[config.mk]
export PLATFORM = sky130hd
export DESIGN_NAME = sync_updown_counter
export DESIGN_NICKNAME = d
export VERILOG_FILES = /design/src/rtl/sync_updown_counter.sv
export SDC_FILE = /design/constraint.sdc
export NUM_CORES = 1
export LEC_CHECK = 0
export ABC_AREA = 1
export CAP_MARGIN = 20
export CORE_AREA = 2 2 39 41
export DETAILED_ROUTE_END_ITERATION = 8
export DIE_AREA = 0 0 41 43
export HOLD_SLACK_MARGIN = 0.03
export PLACE_DENSITY = 0.65
export SLEW_MARGIN = 20
export SYNTH_ARGS = -nofsm -noshare
export SYNTH_HDL_FRONTEND = slang
export SYNTH_SLANG_ARGS = --single-unit
[constraint.sdc]
create_clock -name clk -period 1.7 [get_ports clk]
set_clock_uncertainty 0.2 [all_clocks]
set_input_delay 0.34 -clock clk [delete_from_list [all_inputs] [get_ports clk]]
set_output_delay 0.34 -clock clk [all_outputs]
set_load 0.02 [all_outputs]
[src/rtl/sync_updown_counter.sv]
// sync_updown_counter
//   Fully synchronous modulo-(LIMIT+1) up/down counter. Every bit of the count
//   changes on the same rising clk edge, so stages can be cascaded by feeding
//   en & tc of one stage into en of the next without any ripple delay.
//
// Parameters
//   WIDTH     counter width in bits (>= 2)
//   LIMIT     highest count value; the count range is 0..LIMIT
//   SATURATE  0 = wrap around at the ends, 1 = hold at the ends
//
// Ports
//   clk       in   rising-edge clock
//   rst       in   asynchronous active-high reset (q=0, wrap=0)
//   en        in   count enable
//   load      in   parallel load strobe (has priority over en)
//   load_val  in   value to load, clamped to LIMIT
//   up        in   direction: 1 = up, 0 = down
//   q         out  registered count
//   q_bar     out  bitwise complement of q
//   tc        out  terminal count for the current direction (combinational)
//   wrap      out  registered one-cycle pulse after a wrapping edge
module sync_updown_counter #(
  parameter int WIDTH    = 4,
  parameter int LIMIT    = 2**WIDTH - 1,
  parameter int SATURATE = 0
) (
  input  logic             clk,
  input  logic             rst,
  input  logic             en,
  input  logic             load,
  input  logic [WIDTH-1:0] load_val,
  input  logic             up,
  output logic [WIDTH-1:0] q,
  output logic [WIDTH-1:0] q_bar,
  output logic             tc,
  output logic             wrap
);

  localparam logic [WIDTH-1:0] LimitV = WIDTH'(LIMIT);
  localparam logic [WIDTH-1:0] One    = {{(WIDTH-1){1'b0}}, 1'b1};

  logic [WIDTH-1:0] count_q;
  logic [WIDTH-1:0] count_d;
  logic             wrap_q;
  logic             wrap_d;

  // Next-state logic: load beats en beats hold. Loads are clamped so the
  // counter can never hold a value above LIMIT, which is what lets the
  // end-of-range tests below use plain equality.
  always_comb begin
    count_d = count_q;
    wrap_d  = 1'b0;
    if (load) begin
      count_d = (load_val > LimitV) ? LimitV : load_val;
    end else if (en) begin
      if (up) begin
        if (count_q == LimitV) begin
          if (SATURATE == 0) begin
            count_d = '0;
            wrap_d  = 1'b1;
          end
        end else begin
          count_d = count_q + One;
        end
      end else begin
        if (count_q == '0) begin
          if (SATURATE == 0) begin
            count_d = LimitV;
            wrap_d  = 1'b1;
          end
        end else begin
          count_d = count_q - One;
        end
      end
    end
  end

  always_ff @(posedge clk or posedge rst) begin
    if (rst) begin
      count_q <= '0;
      wrap_q  <= 1'b0;
    end else begin
      count_q <= count_d;
      wrap_q  <= wrap_d;
    end
  end

  // tc tracks the direction input with no latency so a cascaded stage sees
  // a direction change on the same cycle.
  assign q     = count_q;
  assign q_bar = ~count_q;
  assign tc    = up ? (count_q == LimitV) : (count_q == '0);
  assign wrap  = wrap_q;

endmodule
==> results.yml <==
outcome:
  status: "complete, but fails checks"
  violations: "negative setup slack"
yosys:
  synth_top_area_share_pct: 34.2
  synth_common_cells: "nand2_1 (19), dfrtp_1 (5), inv_1 (5), nand3_1 (5)"
  syn_avg_cell_area_sq_um: 6.89
  async_flop_share_pct: 100
  netlist-cell-type-count: 14
  synth_area_sq_um: 365
  yosysSeqAreaShare_pct: 34.2
  synth.area.top_cells: "dfrtp_1 (34%), nand2_1 (20%), ha_1 (6.8%), nand3_1 (6.8%), inv_1 (5.1%)"
  ys_seq_elements: 5
  synth_ff_type: "dfrtp_1"
  synth_top_cell_by_area: "dfrtp_1"
  synth_edf_count: 0
  synth.most_common_cell: "nand2_1"
  ys_warn_count: 0
  synth_cells: 53
  syn_nets: 64
critical_path:
  reg2regPathDepth: 9
  worst_ep_required_time_ps: 1160
  arrival_ps: 1250
  reg2reg_to: "q[3]"
  crit_path_max_fanout: 4
  cp_cell_sequence: "clkdlybuf4s50_1, inv_2, nand4_1, nand2_2, buf_6"
  reg2reg_from: "q[1]"
  cpMaxStageDelayCell: "clkdlybuf4s50_1"
  critical-path-max-stage-delay_ps: 540
  start_kind: "primary input"
  ff2ff_setup_slack_ps: 230
  critPathKind: "in2out"
  critPathCaptureType: "output port"
sta:
  slew_headroom_pct: 81.7
  fin_crit_ps: 1790
  grt_setup_unrepaired: "true"
  finalSetupViolations: 1
  setup_ws_ps: -92.6
  tightest_slew_ps: 274
  period_share_pct: 105
  hold_viol: 0
  setup-tns-final_ps: -92.6
  max_clock_freq_mhz: 558
  slew_viol_final: 0
grt:
  grt_antenna_before_repair: 0
  overflow: 0
  grt_pass1_vias: 417
  grt_use_total_pct: 15.6
  grt_max_degree: 6
  grt_pass1_wl_microns: 1860
final_layout:
  seqCellArea_sq_um: 128
  nNetsFinal: 106
  multi_input_area_sq_um: 225
  antenna_cells: 0
  n_fill_cell: 160
  syn_to_final_growth_pct: 99.0
  drive_above_1_share_pct: 40.4
  stdcell_area_sq_um: 727
floorplan:
  io_pins: 19
  rows: 14
  start_util_pct: 26.4
  die_w_microns: 41
  design.core.area_sq_um: 1380
  chipHeight_microns: 43
  die_area_sq_um: 1760
cts:
  cts_max_level: 1
  root_buffer: "clkbuf_4"
  numCtsBuffers: 3
  clkTransAtPathRegs_ps: 40
  clock-sinks: 5
  clock_latency_ps: 240
  cts_buffer_depth: 2
  cts_tree: "built"
placed_design:
  dp_hpwl_microns: 894
  gp_congestion: 0.794
  placed_area_sq_um: 697
  port_buffers: 18
power:
  cellLeakagePower_nw: 0.407
  power.density_nw_per_um2: 771
  ir_worst_vdd_mv: 0.519
detailed_routing:
  wl_microns: 1110
  num_vias: 476
  drtIter0Drc: 7
  ant_nets: 0
  drt_drc_violations_left: 0
  wl_per_cell_microns: 10.1
  drtPass1Iterations: 4
  vias_per_cell: 4.33
job:
  max-cap-violations: 0
hold_path:
  hold_class: "in2async"
stage by stage:
stage,std cells,setup WS (ps),power (mW),util [%],hold slack [ps]
global route,110,-160,0.603,52.5,120
floorplan,53,8.96,0.267,-,-81.5
detailed placement,104,-558,0.428,50.4,353
CTS,108,-134,0.556,52.1,93.2
global placement,104,-542,0.424,50.4,349
finish,110,-92.6,0.561,52.5,91.8
placed cells by master, fill, tap and decap left out, drive strengths merged:
cell,count
o21ai,1
a22oi,2
dlymetal6s2s,1
clkbuf,8
o211ai,1
xor2,2
nand3,5
ha,2
a21oi,2
nand2,19
nand4,3
nor2,3
dfrtp,5
dlygate4sd2,3
clkdlybuf4s50,8
inv,8
buf,21
report_power, final:
part | switching (mW) | internal, mW
combinational | 0.133 | 0.138
sequential | 0.0176 | 0.134
clock | 0.0492 | 0.0888
metal layers:
layer / track usage [%] / wire length, microns
met5: 0 / 0
met4: 6.00 / 0
met3: 6.28 / 66
met2: 18.8 / 532
met1: 24.0 / 515
area by class of cell:
type / instances / area share (%)
clock buffer: 4 / 3.61
tap: 16 / 2.75
multi-input combinational: 40 / 31.0
inverter: 8 / 4.13
timing repair buffer: 37 / 41.0
sequential: 5 / 17.6
registers in the layout, summed over array words and instances (netlist names):
name  flops
q         4
wrap      1
cell families (layout without fill, tap and decap cells):
group	Yosys count	count (layout)	share of synthesized area, %
simple gates	30	30	34.6
buf+inv	8	49	8.22
xor+xnor	2	2	4.80
flops	5	5	34.2
fa+ha+maj	2	2	6.85
compound gates	6	6	11.3
what timing repair did:
action | in CTS | in global routing
resized for setup | 20 | 9
setup endpoints to repair | 9 | 8
buffers inserted | 0 | 2
hold buffers | 0 | 0
pin swaps | 1 | 1
worst max-delay path, delay by kind of cell:
family / cells / cell delay, ps
buffers and inverters: 3 / 720
AND/OR/NAND/NOR: 2 / 190
how the worst max path moves through the flow:
stage                     from  endpoint  slack (ps)  cells after the start
final                       up        tc         -90                      5
after CTS                 q[1]        tc        -130                      5
after global placement      up        tc        -540                      4
after detailed placement    up        tc        -560                      4
after global routing      q[0]        tc        -160                      5
after floorplan           q[1]        tc           9                      4
No activity file was read; power rests on OpenSTA's default activity.
